--- src/rtl/hazard_pkg.sv ---
// Shared definitions for the pipeline hazard controller: FSM encodings and register constants.
package hazard_pkg;

  typedef enum logic [1:0] {
    ST_RUN      = 2'd0,
    ST_MEM_WAIT = 2'd1,
    ST_ERROR    = 2'd2
  } state_e;

  localparam logic [4:0] REG_ZERO = 5'd0;

endpackage

--- src/rtl/sat_counter.sv ---
// Saturating up-counter used for the stall and flush statistics.
module sat_counter #(
  parameter int W = 16
) (
  input  logic         clk,
  input  logic         rst_n,
  input  logic         inc,
  output logic [W-1:0] count
);

  logic [W-1:0] count_r;

  // Count up on inc and hold at all-ones instead of wrapping.
  always_ff @(posedge clk or negedge rst_n) begin
    if (!rst_n) begin
      count_r <= {W{1'b0}};
    end else if (inc && (count_r != {W{1'b1}})) begin
      count_r <= count_r + {{(W-1){1'b0}}, 1'b1};
    end else begin
      count_r <= count_r;
    end
  end

  assign count = count_r;

endmodule

--- src/rtl/pipeline_hazard_ctrl.sv ---
// Hazard and sequencing controller for a 5-stage MIPS pipeline: load-use stalls,
// branch/jump flushes, memory-busy freeze with timeout watchdog and statistics.
module pipeline_hazard_ctrl
  import hazard_pkg::*;
#(
  parameter int CNT_W    = 16,
  parameter int MAX_WAIT = 64
) (
  input  logic             clk,
  input  logic             rst_n,
  input  logic [4:0]       id_rs,
  input  logic [4:0]       id_rt,
  input  logic             id_uses_rt,
  input  logic             ex_mem_read,
  input  logic [4:0]       ex_rt,
  input  logic             id_branch_taken,
  input  logic             id_jump,
  input  logic             mem_busy,
  output logic             pc_write,
  output logic             if_id_write,
  output logic             if_id_flush,
  output logic             id_ex_bubble,
  output logic             ex_mem_write,
  output logic             mem_wb_bubble,
  output logic             err,
  output logic [1:0]       state,
  output logic [CNT_W-1:0] stall_count,
  output logic [CNT_W-1:0] flush_count
);

  localparam int WAIT_W = $clog2(MAX_WAIT + 1);
  localparam logic [WAIT_W-1:0] WAIT_LAST = WAIT_W'(MAX_WAIT - 1);

  state_e            state_r;
  state_e            state_nxt_s;
  logic [WAIT_W-1:0] wait_cnt_r;
  logic [WAIT_W-1:0] wait_cnt_nxt_s;
  logic              err_r;
  logic              lu_s;
  logic              stall_inc_s;

  // Load-use: the ID/EX load writes a register the ID instruction reads.
  always_comb begin
    lu_s = ex_mem_read && (ex_rt != REG_ZERO) &&
           ((ex_rt == id_rs) || (id_uses_rt && (ex_rt == id_rt)));
  end

  // Control decode and next-state; the release cycle of MEM_WAIT decodes exactly like RUN.
  always_comb begin
    pc_write       = 1'b1;
    if_id_write    = 1'b1;
    if_id_flush    = 1'b0;
    id_ex_bubble   = 1'b0;
    ex_mem_write   = 1'b1;
    mem_wb_bubble  = 1'b0;
    state_nxt_s    = state_r;
    wait_cnt_nxt_s = wait_cnt_r;
    case (state_r)
      ST_RUN, ST_MEM_WAIT: begin
        if (mem_busy) begin
          pc_write       = 1'b0;
          if_id_write    = 1'b0;
          ex_mem_write   = 1'b0;
          mem_wb_bubble  = 1'b1;
          wait_cnt_nxt_s = wait_cnt_r + {{(WAIT_W-1){1'b0}}, 1'b1};
          if ((state_r == ST_MEM_WAIT) && (wait_cnt_r == WAIT_LAST)) begin
            state_nxt_s = ST_ERROR;
          end else begin
            state_nxt_s = ST_MEM_WAIT;
          end
        end else begin
          state_nxt_s    = ST_RUN;
          wait_cnt_nxt_s = {WAIT_W{1'b0}};
          if (lu_s) begin
            pc_write     = 1'b0;
            if_id_write  = 1'b0;
            id_ex_bubble = 1'b1;
          end else if (id_branch_taken || id_jump) begin
            if_id_flush = 1'b1;
          end else begin
            if_id_flush = 1'b0;
          end
        end
      end
      default: begin
        // ERROR (and any illegal encoding) freezes the pipeline until reset.
        pc_write       = 1'b0;
        if_id_write    = 1'b0;
        ex_mem_write   = 1'b0;
        mem_wb_bubble  = 1'b1;
        state_nxt_s    = ST_ERROR;
        wait_cnt_nxt_s = {WAIT_W{1'b0}};
      end
    endcase
  end

  // State, wait counter and sticky timeout flag.
  always_ff @(posedge clk or negedge rst_n) begin
    if (!rst_n) begin
      state_r    <= ST_RUN;
      wait_cnt_r <= {WAIT_W{1'b0}};
      err_r      <= 1'b0;
    end else begin
      state_r    <= state_nxt_s;
      wait_cnt_r <= wait_cnt_nxt_s;
      err_r      <= err_r || (state_nxt_s == ST_ERROR);
    end
  end

  assign stall_inc_s = !pc_write && (state_r != ST_ERROR);
  assign err         = err_r;
  assign state       = state_r;

  sat_counter #(.W(CNT_W)) u_stall_cnt (
    .clk   (clk),
    .rst_n (rst_n),
    .inc   (stall_inc_s),
    .count (stall_count)
  );

  sat_counter #(.W(CNT_W)) u_flush_cnt (
    .clk   (clk),
    .rst_n (rst_n),
    .inc   (if_id_flush),
    .count (flush_count)
  );

endmodule

--- config.mk ---
export PLATFORM = sky130hd
export DESIGN_NAME = pipeline_hazard_ctrl
export DESIGN_NICKNAME = d
export VERILOG_FILES = /design/src/rtl/hazard_pkg.sv /design/src/rtl/sat_counter.sv /design/src/rtl/pipeline_hazard_ctrl.sv
export SDC_FILE = /design/constraint.sdc
export NUM_CORES = 1
export LEC_CHECK = 0
export ABC_AREA = 1
export CAP_MARGIN = 10
export CORE_MARGIN = 3
export CORE_UTILIZATION = 54
export CTS_CLUSTER_SIZE = 40
export DETAILED_ROUTE_END_ITERATION = 8
export PLACE_DENSITY_LB_ADDON = 0.1
export REMOVE_ABC_BUFFERS = 1
export SKIP_LAST_GASP = 1
export SLEW_MARGIN = 30
export SYNTH_ARGS = -nofsm -noshare
export SYNTH_HDL_FRONTEND = slang
export SYNTH_HIERARCHICAL = 1
export SYNTH_SLANG_ARGS = --single-unit
--- constraint.sdc ---
create_clock -name clk -period 4.39 [get_ports clk]
set_clock_uncertainty 0.2 [all_clocks]
set_input_delay 0.878 -clock clk [delete_from_list [all_inputs] [get_ports clk]]
set_output_delay 0.878 -clock clk [all_outputs]
set_load 0.02 [all_outputs]
# Word level (Yosys, flattened, before mapping)
# Cells that the tools add are included.
# totals
out_inout_bits	41
regBits	42
in_bits	22
elab_cells	49
# classes
mux	19
add_sub_neg	3
reduce_logical	14
n_eq_ne	8
# op_table
op	count
$add 16x1->16 const B	2
$ne 16x16->1 const B	2
$mux 1	14
$mux 7	2
$eq 5x5->1	2
$add 7x1->7 const B	1
$eq 7x6->1 const B	1
$logic_and 1x1->1	7
$mux 2	3
$reduce_bool 5->1	1
$logic_or 1x1->1	3
$eq 2x1->1 const B	1
$eq 2x2->1 const B	1
$logic_not 2->1	1
$ne 2x2->1 const B	1
$reduce_or 2->1	1
$logic_not 1->1	1

# Longest topological paths before layout
# Gate-level depths: netlist of the first run.
# depth
ltp_word	10
depth_mapped	17
ltp_nobuf	17

# Cells and area by module
# The synthesis of the first run kept the hierarchy.
# modules_own_cells
module	cells_per_inst	n_inst	area_each_um2	seq_area_each_um2
sat_counter	149	2	1058.5	400.4
pipeline_hazard_ctrl	107	1	698.2	250.2

# Least setup slack after synthesis of the first run
# OpenSTA, ideal clock, no wires.
# synth_timing
path_kind	input to output
from	input port mem_busy
to	output port id_ex_bubble
setup_slack_ps	1430
arrival_ps	1882
path_buffers	0
required_time_ps	3312
cell_stages	3
path_cell_list	nor2_1 -> inv_1 -> nor2_1
# synth_via
elab_chain_len	2
# synth_rtl
element	line_no	source
from (decl)	pipeline_hazard_ctrl.sv:18	input logic mem_busy,
$mux 1	pipeline_hazard_ctrl.sv:60	if (mem_busy) begin
$mux 1	pipeline_hazard_ctrl.sv:58	case (state_r)
to (decl)	pipeline_hazard_ctrl.sv:22	output logic id_ex_bubble,
# Every way passes these cells.

# Worst setup path after layout of the first run
# layout_timing
from	input port ex_rt[1]
to	output port if_id_flush
# layout_via
elab_chain_len	7
word_cells_on_any_way	10
cone_classes	2 x eq/ne; 3 x mux; 5 x reduce/logical
# layout_rtl
element	line_no	source
from (decl)	pipeline_hazard_ctrl.sv:15	input logic [4:0] ex_rt,
$eq 5x5->1	pipeline_hazard_ctrl.sv:45	((ex_rt == id_rs) || (id_uses_rt && (ex_rt == id_rt)));
$logic_and 1x1->1	pipeline_hazard_ctrl.sv:45	
$logic_or 1x1->1	pipeline_hazard_ctrl.sv:45	
$logic_and 1x1->1 (*)	pipeline_hazard_ctrl.sv:44	lu_s = ex_mem_read && (ex_rt != REG_ZERO) &&
$mux 1 (*)	pipeline_hazard_ctrl.sv:74	if (lu_s) begin
$mux 1 (*)	pipeline_hazard_ctrl.sv:60	
$mux 1 (*)	pipeline_hazard_ctrl.sv:58	
to (decl)	pipeline_hazard_ctrl.sv:21	output logic if_id_flush,
# Every way passes the cells marked *; elsewhere a longest branch is shown, timed or not.

==> reports/qor.yml, run 1 <==
final_layout:
  design_area_um2: 3570
  register_area_um2: 1050
  fin_util_pct: 73.3
  drive_gt1_share_pct: 9.57
  diodes: 0
  nets: 494
  multi_input_area_um2: 1530
  area_growth_pct: 27.0
  fill_cells: 421
clock_tree:
  cts_tree: "yes"
  cts_root_buffer: "clkbuf_8"
  post_cts_buffers: 0
  htree_levels: 2
  cts_hold_buf: 0
  clock_latency_ns: 0.30
  clockBufferDepth: 2
  clock_sinks: 42
  clk_pin_slew_ns: 0.08
  numCtsBuffers: 5
  cts_resized: 0
yosys:
  synthTopCellsByArea: "dfrtp_1 37%, nand2_1 22%, inv_1 6.1%, nor2_1 6.0%, nor2_4 3.6%"
  syn_area_um2: 2820
  seq_area_frac_synth_pct: 37.3
  synthCells: 405
  yosys.area.top_type: "dfrtp_1"
  synth_area_per_cell_um2: 6.95
  ys_warn_count: 6
  yosys.area.top_type_share_pct: 37.3
  ys_types: 23
  synth_seq_cells: 42
global_routing:
  grt_max_degree: 43
  antenna_found_initial: 0
  grt_pass1_vias: 2677
  grt_usage_pct: 23.3
  grt_overflow_total: 0
  grt_pass1_wl_um: 11600
pwr:
  power_density_nw_per_um2: 220
  p_sw_share_pct: 23.9
  internal-power_uw: 598
  peakVddDrop_mv: 0.163
  pwr-share-seq_pct: 50.8
  power_uw: 786
  power_frac_comb_pct: 9.8
  clkPwrFrac_pct: 39.5
  p_switching_uw: 188
  leakage_uw: 0.00165
routing:
  drt_wl_total_um: 6510
  wl_per_cell_um: 12.1
  drt-initial-drc-count: 152
  vias_per_cell: 5.03
  vias: 2703
  final_antenna_net_count: 0
  drc_errors: 0
  first_pass_iters: 4
critical_path:
  cp-startpoint: "ex_rt[1]"
  cp_max_fo: 4
  criticalPathCategory: "primary input to output pin"
  crit_required_ns: 3.31
  rr_startpoint: "state[1]"
  worstPathArrival_ns: 2.93
  setup.worst_path.end_class: "output pin"
  startpoint_type: "primary input"
timing:
  post-route-period-util_pct: 91.3
  worst_slew_pin_slew_ns: 0.544
  finalHoldViolCount: 0
  slew_violations: 0
  post-route-min-period_ns: 4.01
  fin_ws_ns: 0.384
  maxSlewHeadroom_pct: 63.7
  rsz0062_at_grt: "no"
  finalSetupTns_ns: 0
  finalSetupViolations: 0
  max_freq_ghz: 0.250
placed_design:
  pre_cts_ws_ns: 0.384
  hpwl_um: 4900
  io_buffers: 62
  place_area_um2: 3460
  place.gp.congestion: 0.818
run_status:
  status: "finished, final reports clean"
floorplan:
  rows: 25
  io_pins: 63
  core-area_um2: 4880
  die-area_um2: 6120
  die_h_um: 78.2
  fp.dieW_um: 78.2
  start_util_pct: 57.7
min_path:
  min_path_type: "flip-flop to flip-flop"
  min-delay-start: "wait_cnt_r[0]"
job:
  max-cap-violations: 0
[sequential cells by signal, indices dropped and copies added (netlist names)]
name               count
state                  2
wait_cnt_r             7
u_flush_cnt/count     16
err                    1
u_stall_cnt/count     16
[cell usage after synthesis]
cell,n
nand2_1,162
inv_1,46
nor2_1,45
dfrtp_1,42
nand3_1,17
o21ai_0,17
nand4_1,12
xnor2_1,11
nand2_2,10
nor2_4,9
nor2_2,6
buf_6,4
o21ai_2,4
a21oi_1,3
ha_1,3
inv_2,3
nand4_4,3
xor2_1,3
a21oi_2,1
buf_4,1
nand3_2,1
o21ai_1,1
or2_1,1
[layer usage]
| metal | wire, um | share of wire [%] | up-vias | GRT usage, % |
|---|---|---|---|---|
| met5 | 0 | 0 | - | 0 |
| met4 | 62 | 0.95 | 0 | 5.59 |
| met3 | 229 | 3.5 | 7 | 4.01 |
| met2 | 3350 | 51 | 61 | 43.1 |
| met1 | 2870 | 44 | 1245 | 28.1 |
| li1 | - | - | 1390 | - |
[path summary, 6_finish.rpt]
path	end	slack, ns	cells past startpoint
max in group asynchronous	u_stall_cnt/count[14]	3.25	1
worst min-delay path	wait_cnt_r[0]	0.28	1
min in group asynchronous	wait_cnt_r[2]	0.36	1
worst min register to register	wait_cnt_r[0]	0.28	1
worst max register to register	u_flush_cnt/count[15]	2.22	10
worst max-delay path	if_id_flush	0.38	9
[critical path, stage by stage]
cell             delay [ns]
clkdlybuf4s50_1        0.45
inv_1                  0.12
nand4_1                0.11
o21ai_1                0.15
inv_1                  0.06
nand2_2                0.09
nand2_1                0.07
nor2_1                 0.31
clkdlybuf4s50_1        0.69
[final cells by class]
cell class	count	share of cell area (%)
inverters	49	5.15
repair buffers	62	17.3
flip-flops and latches	42	29.4
clock inverters	2	1.05
well taps	67	2.35
multi-input cells	309	42.7
clock buffers	6	2.03
[placed cells by master, fill, tap and decap left out, drive strengths merged]
cell type / Yosys / final
a21oi: 4 / 4
nand4: 15 / 15
nor2: 60 / 60
inv: 49 / 49
nand2: 172 / 172
bufinv: 0 / 1
o21ai: 22 / 22
ha: 3 / 3
xnor2: 11 / 11
dfrtp: 42 / 42
clkinvlp: 0 / 1
clkdlybuf4s50: 0 / 61
buf: 5 / 1
clkbuf: 0 / 6
nand3: 18 / 18
or2: 1 / 1
xor2: 3 / 3
[power groups by stage]
stage	logic, uW	registers, uW	clock network [uW]
after global routing	86.2	400	333
after CTS	77.6	399	316
final	77.0	399	310
after global placement	75.3	406	0
after detailed placement	77.3	407	0
after floorplan	26.9	411	0
[cell families after synthesis]
family / count (synthesis) / share of synthesized area (%)
DFF: 42 / 37.3
xor gates and xnor gates: 14 / 4.36
adders and majority gates: 3 / 1.33
and+or+nand+nor: 266 / 43.3
AOI/OAI and AO/OA: 26 / 5.29
buffers and inverters: 54 / 8.40
[per-stage QoR]
stage          instances  hold slack, ns
2_1_floorplan        400           0.249
3_3_place_gp         529           0.255
3_5_place_dp         529           0.262
4_1_cts              537           0.283
5_1_grt              537           0.297
6_report             537           0.278
Note: power is estimated with default switching activity, not from simulation.
==> run 2, diff against run 1 <==
RECOVER_POWER = 25   (was unset)
==> reports/qor.yml, run 2 (synthesized netlist as in run 1, its figures left out) <==
routing:
  drt_wl_total_um: 6500  # -0.20%
  wl_per_cell_um: 12.1  # -0.20%
  drt-initial-drc-count: 158  # +3.9%
  vias_per_cell: 5.05  # +0.41%
  first_pass_iters: 4  # unchanged
  drc_errors: 0  # unchanged
  vias: 2714  # +0.41%
  final_antenna_net_count: 0  # unchanged
clock_tree:
  post_cts_buffers: 0  # unchanged
  cts_hold_buf: 0  # unchanged
  htree_levels: 2  # unchanged
  numCtsBuffers: 5  # unchanged
  clock_latency_ns: 0.30  # about the same
  clock_sinks: 42  # unchanged
  cts_root_buffer: "clkbuf_8"
  cts_tree: "yes"
  cts_resized: 0  # unchanged
  clk_pin_slew_ns: 0.08  # about the same
  clockBufferDepth: 2  # unchanged
pwr:
  peakVddDrop_mv: 0.163  # about the same
  power_density_nw_per_um2: 220  # about the same
  power_uw: 785  # -0.13%
  leakage_uw: 0.00165  # -0.22%
critical_path:
  crit_required_ns: 3.31  # about the same
  criticalPathCategory: "primary input to output pin"
  reg2reg_depth: 10  # unchanged
  startpoint_type: "primary input"
  worstPathArrival_ns: 2.90  # -0.03 ns
  timing.rr.end: "u_flush_cnt/count[15]"
  rr_startpoint: "state[1]"
  cp-startpoint: "ex_rt[1]"
  r2r_slack_ns: 2.25  # +0.03 ns
  crit_end: "if_id_flush"
  cp_max_fo: 4  # unchanged
  setup.worst_path.end_class: "output pin"
final_layout:
  diodes: 0  # unchanged
  layout_commonest_cell: "nand2_1"
  area_growth_pct: 26.8
  drive_gt1_share_pct: 9.36  # -0.21 points
  layout_common_cells: "162 x nand2_1, 61 x clkdlybuf4s50_1, 46 x inv_1"
  nets: 494  # unchanged
job:
  max-cap-violations: 1  # +1
global_routing:
  antenna_found_initial: 0  # unchanged
  grt_pass1_vias: 2677  # unchanged
  grt_usage_pct: 23.3  # unchanged
  grt_pass1_wl_um: 11600  # unchanged
  grt_overflow_total: 0  # unchanged
  grt_max_degree: 43  # unchanged
floorplan:
  core-area_um2: 4880  # unchanged
  fp.dieW_um: 78.2  # unchanged
  io_pins: 63  # unchanged
  rows: 25  # unchanged
  die_h_um: 78.2  # unchanged
  start_util_pct: 57.7  # unchanged
  die-area_um2: 6120  # unchanged
placed_design:
  hpwl_um: 4900  # unchanged
  io_buffers: 62  # unchanged
  place.gp.congestion: 0.818  # unchanged
min_path:
  min_path_type: "flip-flop to flip-flop"
timing:
  finalSetupTns_ns: 0  # unchanged
  post-route-min-period_ns: 3.98  # -0.0260 ns
  slew_violations: 43  # +43
  finalHoldViolCount: 0  # unchanged
  rsz0062_at_grt: "no"
  max_freq_ghz: 0.251  # +0.65%
  worst_slew_pin_slew_ns: 2.27  # +1.73 ns
  finalSetupViolations: 0  # unchanged
  post-route-period-util_pct: 90.7  # -0.59 points
  maxSlewHeadroom_pct: -51.4  # -120 points
run_status:
  failed_checks: "capacitance limit, slew limit"
  status: "finished, violations left"
run 2: worst min-delay path by stage:
| stage | from | end | slack [ns] | cells past startpoint |
|---|---|---|---|---|
| 5_1_grt | err | err | 0.30 | 1 |
| 3_3_place_gp | err | err | 0.25 | 1 |
| 2_1_floorplan | wait_cnt_r[0] | wait_cnt_r[0] | 0.25 | 1 |
| 4_1_cts | wait_cnt_r[0] | wait_cnt_r[0] | 0.28 | 1 |
| 3_5_place_dp | err | err | 0.26 | 1 |
| 6_report | wait_cnt_r[0] | wait_cnt_r[0] | 0.28 | 1 |
run 2: through the flow:
step           hold slack (ns)  cells  util (%)  setup slack (ns)  instance area [um^2]
2_1_floorplan            0.249    400         -              1.43                  2760
3_3_place_gp             0.255    529      70.9             0.525                  3460
3_5_place_dp             0.262    529      70.9             0.384                  3460
4_1_cts                  0.283    537      73.2             0.383                  3570
5_1_grt                  0.297    537      73.2             0.235                  3570
6_report                 0.278    537      73.2             0.410                  3570
run 2: report_power, final:
part	switching, uW	total (uW)	internal [uW]
combinational	40.2	76.5	36.3
clock	140	310	170
sequential	7.52	399	392
run 2: final cells by class:
class	count	area, um^2
Timing Repair Buffer	62	614
Multi-Input combinational cell	309	1530
Sequential cell	42	1050
Tap cell	67	83.8
Clock inverter	2	37.5
Clock buffer	6	72.6
Fill cell	421	1310
Inverter	49	184
run 2: per-layer routing:
metal	share of wire (%)	global-route usage [%]	vias up
met3	4.0	4.01	7
met4	0.95	5.59	0
met1	44	28.1	1258
met5	0	0	-
li1	-	-	1389
met2	51	43.1	60
run 2: worst max-delay path, stage by stage:
cell and delay [ns]:
clkdlybuf4s50_1 0.45, inv_1 0.12, nand4_1 0.11, o21ai_1 0.15, inv_1 0.06, nand2_2 0.09
nand2_1 0.07, nor2_1 0.29, clkdlybuf4s50_1 0.68
==> run 3, diff against run 2 <==
CORE_UTILIZATION = 30   (was 54)
==> reports/qor.yml, run 3 (synthesized netlist as in run 1, its figures left out) <==
global_routing:
  antenna_found_initial: 0  # unchanged
  grt_pass1_vias: 2529  # -5.5%
  grt_usage_pct: 14.3  # -9.0 points
  grt_pass1_wl_um: 12100  # +3.7%
  grt_overflow_total: 0  # unchanged
  grt_max_degree: 43  # unchanged
floorplan:
  start_util_pct: 31.5  # -26 points
  core-area_um2: 8930  # +83%
  io_pins: 63  # unchanged
  fp.dieW_um: 103  # +32%
  die_h_um: 103  # +32%
  die-area_um2: 10600  # +73%
  rows: 34  # +36%
final_layout:
  design_area_um2: 3620  # +1.4%
  drive_gt1_share_pct: 9.36  # unchanged
  area_growth_pct: 28.7
  diodes: 0  # unchanged
  layout_commonest_cell: "nand2_1"
  layout_common_cells: "162 x nand2_1, 61 x clkdlybuf4s50_1, 46 x inv_1"
  nets: 494  # unchanged
  fin_util_pct: 40.5  # -33 points
pwr:
  leakage_uw: 0.00165  # unchanged
  power_density_nw_per_um2: 219  # -0.61%
  peakVddDrop_mv: 0.107  # -34%
timing:
  fin_ws_ns: 0.482  # +0.0725 ns
  finalSetupViolations: 0  # unchanged
  worst_slew_pin_slew_ns: 2.36  # +0.0914 ns
  slew_violations: 43  # unchanged
  finalHoldViolCount: 0  # unchanged
  maxSlewHeadroom_pct: -57.5  # -6.1 points
  holdWs_ns: 0.286  # +0.00716 ns
  post-route-min-period_ns: 3.91  # -0.0725 ns
  max_freq_ghz: 0.256  # +1.9%
  finalSetupTns_ns: 0  # unchanged
  post-route-period-util_pct: 89.0  # -1.7 points
  rsz0062_at_grt: "no"
job:
  max-cap-violations: 1  # unchanged
run_status:
  status: "finished, violations left"
  failed_checks: "capacitance limit, slew limit"
routing:
  vias: 2574  # -5.2%
  first_pass_iters: 4  # unchanged
  route.met3.wl_um: 189  # -27%
  dr_wl_met2_um: 3400  # +1.9%
  drc_errors: 0  # unchanged
  vias_per_cell: 4.45  # -12%
  wl_per_cell_um: 12.2  # +0.91%
  wl_met1_um: 3420  # +21%
  top_layer: "met4"
  final_antenna_net_count: 0  # unchanged
  drt_wl_total_um: 7060  # +8.6%
  drt-initial-drc-count: 60  # -62%
clock_tree:
  clock_sinks: 42  # unchanged
  post_cts_buffers: 0  # unchanged
  numCtsBuffers: 5  # unchanged
  cts_root_buffer: "clkbuf_8"
  htree_levels: 2  # unchanged
  clockBufferDepth: 2  # unchanged
  cts_tree: "yes"
  cts_resized: 0  # unchanged
  clk_pin_slew_ns: 0.09  # about the same
  cts_hold_buf: 0  # unchanged
  clock_latency_ns: 0.29  # about the same
critical_path:
  startpoint_type: "primary input"
  worstPathArrival_ns: 2.83  # -0.07 ns
  crit_required_ns: 3.31  # about the same
  setup.worst_path.end_class: "output pin"
  cp_max_fo: 4  # unchanged
  criticalPathCategory: "primary input to output pin"
placed_design:
  place_area_um2: 3520  # +1.6%
  io_buffers: 62  # unchanged
  pre_cts_ws_ns: 0.455  # +0.0704 ns
  place.gp.congestion: 0.800  # -2.2%
  hpwl_um: 5280  # +7.6%
min_path:
  min_path_type: "flip-flop to flip-flop"
[run 3: path summary, 6_finish.rpt]
path / slack (ns) / depth (start not counted) / from / to
max: 0.48 / 9 / ex_rt[2] / if_id_flush
min reg2reg: 0.29 / 1 / err / err
max in group asynchronous: 1.55 / 1 / rst_n / u_stall_cnt/count[2]
min in group asynchronous: 1.08 / 1 / rst_n / wait_cnt_r[3]
max reg2reg: 2.28 / 7 / state[1] / u_flush_cnt/count[13]
min: 0.29 / 1 / err / err
[run 3: layer usage]
layer  vias to the layer above  GRT usage [%]
met5                         -              0
li1                       1382              -
met2                        35           23.8
met4                         0           2.99
met3                         5           2.71
met1                      1152           19.5
[run 3: through the flow]
step | power, uW | instances
after floorplan | 438 | 400
final | 792 | 578
after global routing | 836 | 578
after global placement | 485 | 570
after CTS | 812 | 578
after detailed placement | 486 | 570
[run 3: where the power goes]
part | internal [uW] | switching, uW
clock network | 170 | 146
registers | 392 | 7.78
logic | 36.3 | 40.2
total | 598 | 194
[run 3: critical path, cell delays in order]
cell	delay, ns
clkdlybuf4s50_1	0.44
inv_1	0.11
nand4_1	0.10
o21ai_1	0.13
inv_1	0.06
nand2_2	0.09
nand2_1	0.07
nor2_1	0.28
clkdlybuf4s50_1	0.67
[run 3: final cells by class]
type | instances | area [um^2]
Fill cell | 941 | 5310
Timing Repair Buffer | 62 | 614
Tap cell | 108 | 135
Clock buffer | 6 | 72.6
Clock inverter | 2 | 37.5
Sequential cell | 42 | 1050
Multi-Input combinational cell | 309 | 1530
Inverter | 49 | 184
==> variant 1: new RTL, flow settings as in run 3 <==
The parameter `CNT_W` goes from 16 to 32.
--- a/src/rtl/pipeline_hazard_ctrl.sv
+++ b/src/rtl/pipeline_hazard_ctrl.sv
@@ -4,5 +4,5 @@
   import hazard_pkg::*;
 #(
-  parameter int CNT_W    = 16,
+  parameter int CNT_W    = 32,
   parameter int MAX_WAIT = 64
 ) (
Interface: changed (resized flush_count and stall_count); port bits go from 63 to 95. No check against the original RTL was run, so the function may have changed too.
==> variant 1 against run 3 <==
- utilization down 0.44 points
- maximum frequency decreased by 1.9%
- routed wire length is 110% higher
- power rose by 97%
- sequential share of layout area fell by 0.56 points
- sequential cell count grew 32
- synthesized area is 80% higher
- largest cell class unchanged
- worst setup slack got worse by 74 ps
- register-to-register slack got worse by 740 ps
- design area rose by 80%
- critical path depth up 2
- critical path type unchanged
- the flow still finishes with violations (max-capacitance violations, max-slew violations)
- count of clock-buffer cells in the layout grew 5
- largest power group is now the clock network
==> variant 1: results (changes against run 3) <==
* Clock H-tree levels at 3 (+1)
* Vias per Instance at 4.67 (+5.0%)
* IR drop worst, VDD at 0.205 mV (+92%)
* Final nets at 894 (+81%)
* Seq group at 682 uW (+71%)
* First-pass GRT wire length at 25.2 mm (+110%)
* Cell Int Power at 1230 uW (+110%)
* Violated checks: max-capacitance violations, max-slew violations
* MaxCap Viol Count at 1 (unchanged)
* Max Transition Viols Final at 75 (+74%)
* Clock-cell share at 5.04% (+2.0 points)
* Initial DRC Count at 380 (+530%)
* DP Wirelength at 11.3 mm (+120%)
* Status: finished with violations
* Nonclk buf count at 96 (+55%)
* Top post-synthesis cells by count: nand2_1 (318), nor2_1 (121), inv_1 (78)
* Port Buffers at 94 (+52%)
* Seq/Total Area, Yosys at 36.5% (-0.88 points)
* Worst-path clk slew at 60 ps (-30 ps)
* TritonCTS buffer count at 9 (+4)
* P_clk at 830 uW (+160%)
* # clk buffers at 11 (+5)
* Seq cells post-synth at 74 (+76%)
* Multi-input gate count at 607 (+96%)
* Pre-antenna DRT Iters at 5 (+1)
## variant 1: changes by cell type after synthesis, sizes merged
cell / run 3 / this run
nand2: 172 / 340
nor2: 60 / 134
nand3: 18 / 52
dfrtp: 42 / 74
inv: 49 / 81
nand3b: 0 / 16
o21ai: 22 / 10
nand4: 15 / 23
buf: 5 / 11
xnor2: 11 / 15
a21oi: 4 / 6
nor3: 0 / 2
o21bai: 0 / 2
## variant 1: path summary, 6_finish.rpt
| kind | slack (ps) | depth (start not counted) | to |
|---|---|---|---|
| max | 410 | 11 | if_id_flush |
| min | 270 | 1 | err$_DFF_PN0_ |
| max reg2reg | 1540 | 11 | u_flush_cnt/count[22]$_DFFE_PN0P_ |
| min reg2reg | 270 | 1 | err$_DFF_PN0_ |
| max in group asynchronous | 1990 | 1 | state[1]$_DFF_PN0_ |
| min in group asynchronous | 870 | 1 | u_stall_cnt/count[18]$_DFFE_PN0P_ |
## variant 1: metal layers
metal | global-route usage, % | part of all wire, % | up-vias
li1 | - | - | 2577
met3 | 3.81 | 6.1 | 10
met4 | 4.48 | 0.92 | 0
met2 | 27.0 | 44 | 148
met5 | 0 | 0 | -
met1 | 23.8 | 49 | 2355
## variant 1: through the flow
stage	instance area, sq um	instances
global placement	6180	1074
global route	6510	1089
CTS	6520	1089
floorplan	4960	762
detailed placement	6190	1074
finish	6510	1089
## variant 1: worst register-to-register path, stage by stage, from the launching register on
cell and delay (ps):
dfrtp_1 420, nor2_1 290, nand2_1 120, nor2_1 260, buf_4 230, inv_1 100
nor2_1 330, nand2_1 160, nor2_1 390, nand3_1 130, nand2_1 80, nand2_1 40
## variant 1: kinds of logic after synthesis
kind of cell | Yosys count
xor gates and xnor gates | 18
AOI/OAI and AO/OA | 18
DFF | 74
and+or+nand+nor | 568
buffers and inverters | 92
adders and majority gates | 3
==> variant 2: new RTL, settings of run 3 <==
Made on the original files. Reset style: synchronous (`rst_n`), changed in 2 clocked blocks.
--- a/src/rtl/sat_counter.sv
+++ b/src/rtl/sat_counter.sv
@@ -12,5 +12,5 @@
 
   // Count up on inc and hold at all-ones instead of wrapping.
-  always_ff @(posedge clk or negedge rst_n) begin
+  always_ff @(posedge clk) begin
     if (!rst_n) begin
       count_r <= {W{1'b0}};
--- a/src/rtl/pipeline_hazard_ctrl.sv
+++ b/src/rtl/pipeline_hazard_ctrl.sv
@@ -96,5 +96,5 @@
 
   // State, wait counter and sticky timeout flag.
-  always_ff @(posedge clk or negedge rst_n) begin
+  always_ff @(posedge clk) begin
     if (!rst_n) begin
       state_r    <= ST_RUN;
Formal check against the unedited RTL: differs if rst_n is asserted again (counterexample within 4 cycles, from zero or initial values and one cycle with rst_n low); with rst_n held inactive, the same outputs for 10 cycles.
==> variant 2 against run 3 <==
- final cell count rose by 0.35%
- synthesized area fell by 5.6%
- sequential cell count did not move
- power fell by 5.2%
- combinational power rose by 28%
- worst setup slack improved by 110 ps
- routed wire length fell by 12%
- design area fell by 5.4%
- critical path type unchanged
- largest cell class unchanged
- highest routed layer unchanged
==> variant 2: results (changes against run 3) <==
* Clock H-tree levels at 2 (unchanged)
* Largest delay share family, worst path: buffers and inverters
* DP Wirelength at 4.92 mm (-6.7%)
* Seq/Total Area, Yosys at 31.6% (-5.7 points)
* Crit-path max cell delay at 640 ps (-30 ps)
* Initial DRC Count at 31 (-48%)
* Top post-synthesis cells by count: nand2_1 (118), nor2_1 (88), dfxtp_1 (42)
* Pre-antenna DRT Iters at 4 (unchanged)
* Worst Reg2Reg Path Length in Cells at 11 (+4)
* Wirelength per Cell at 10.7 microns (-12%)
* Initial antenna violation count at 0 (unchanged)
* First-pass GRT wire length at 10.9 mm (-10%)
* Hold WC Path Type: reg -> reg
* # diodes at 0 (unchanged)
* Clk root buf: clkbuf_8
* Ys async rst share at 0% (-100 points)
* Final nets at 499 (+1.0%)
* Placer congestion estimate at 0.755 (-5.6%)
* Synth top area cells: dfxtp_1 (32%), nand2_1 (17%), nor2_1 (12%), nand3_1 (5.3%), inv_1 (4.8%)
* Critical path origin: ex_rt[2]
* IR drop worst, VDD at 0.0978 mV (-8.3%)
* Vias at 2534 (-1.6%)
* Worst hold path depth at 2 (+1)
* Hold endpoint: err$_SDFF_PN0_
* # fillers at 908 (-3.5%)
* Status: complete, no violations
* Main flop type after synthesis: dfxtp_1
* Slack of the worst reg-to-reg path at 2370 ps (+90 ps)
* Gr usage total at 13.1% (-1.2 points)
* Largest net degree at the start of global routing at 25 (-42%)
* Leakage at 0.00153 uW (-7.3%)
* Later-pin clock latency in the skew report at 290 ps (about the same)
* TritonCTS buffer count at 5 (unchanged)
* Post_cts resized at 0 (unchanged)
* Worst EP arrival at 2720 ps (-110 ps)
* Worst r2r src: state[1]$_SDFF_PN0_
* Post-CTS setup buffers at 0 (unchanged)
* Yosys cell types at 27 (+17%)
* Maximum clock path buffer count at 2 (unchanged)
* Worst-path clk slew at 80 ps
* Hold Crit Start: err$_SDFF_PN0_
* Crit-path slowest cell: clkdlybuf4s50_1
* Layout cells sized above 1 at 13.5% (+4.1 points)
* Port Buffers at 62 (unchanged)
* YS warnings at 6 (unchanged)
* Slew @ Worst Pin at 481 ps (-1880 ps)
* Hold Slack at 238 ps (-47.2 ps)
* Worst-path fanout max at 3 (-1)
* Reg2reg end: u_flush_cnt/count[14]$_SDFFE_PN0P_
* Vias in the first global route at 2423 (-4.2%)
-- variant 2: cell count changes in the layout (fill, tap and decap cells not counted), sizes merged, moves of 12 or more --
cell | before | now
nor2 | 60 | 115
nand2 | 172 | 134
o21ai | 22 | 3
dfxtp | 0 | 42
dlygate4sd3 | 0 | 12
a21oi | 4 | 17
dfrtp | 42 | 0
-- variant 2: layer usage --
metal  GRT usage (%)  vias up  part of all wire (%)  routed length, microns
met4            3.21        0                  0.93                      58
met5               0        -                     0                       0
met2            23.0       36                    50                    3070
met1            16.3     1106                    46                    2860
met3            2.71        4                   3.4                     209
li1                -     1388                     -                       -
-- variant 2: cell families after synthesis --
logic type / after synthesis / share of synthesized area, %
XOR/XNOR: 2 / 0.659
flip-flops: 42 / 31.6
AO/OA/AOI/OAI: 21 / 4.05
AND/OR/NAND/NOR: 291 / 52.8
adder cells (fa/ha/maj): 3 / 1.41
buffers and inverters: 50 / 9.46
-- variant 2: power by group --
group	total, uW	internal [uW]	switching (uW)
clock network	261	127	134
logic	97.9	46.7	51.2
registers	392	386	5.66
-- variant 2: how the worst max path moves through the flow --
stage	end	slack (ps)	cells past startpoint
after floorplan	if_id_flush	1360	3
after global placement	if_id_flush	570	9
after detailed placement	if_id_flush	540	9
after CTS	if_id_flush	530	9
after global routing	if_id_flush	390	11
final	if_id_flush	590	9
-- variant 2: metrics by stage --
step	setup slack (ps)	util [%]	area (sq um)	cells
detailed placement	535	39.7	3340	572
CTS	533	40.8	3430	580
finish	594	40.7	3430	580
global route	393	40.7	3430	580
global placement	574	39.7	3340	572
floorplan	1360	-	2570	402
-- variant 2: tightest hold or removal path, delay by kind of cell, from the launching register on --
| family | cells | cell delay [ps] |
|---|---|---|
| DFF | 1 | 310 |
| and+or+nand+nor | 2 | 90 |
-- variant 2: layout make-up --
| type | instances | area share (%) |
|---|---|---|
| clock buffers | 7 | 2.52 |
| clock inverters | 1 | 0.146 |
| flip-flops and latches | 42 | 24.5 |
| inverters | 43 | 4.71 |
| multi-input cells | 317 | 45.5 |
| repair buffers | 65 | 18.8 |
| well taps | 105 | 3.83 |
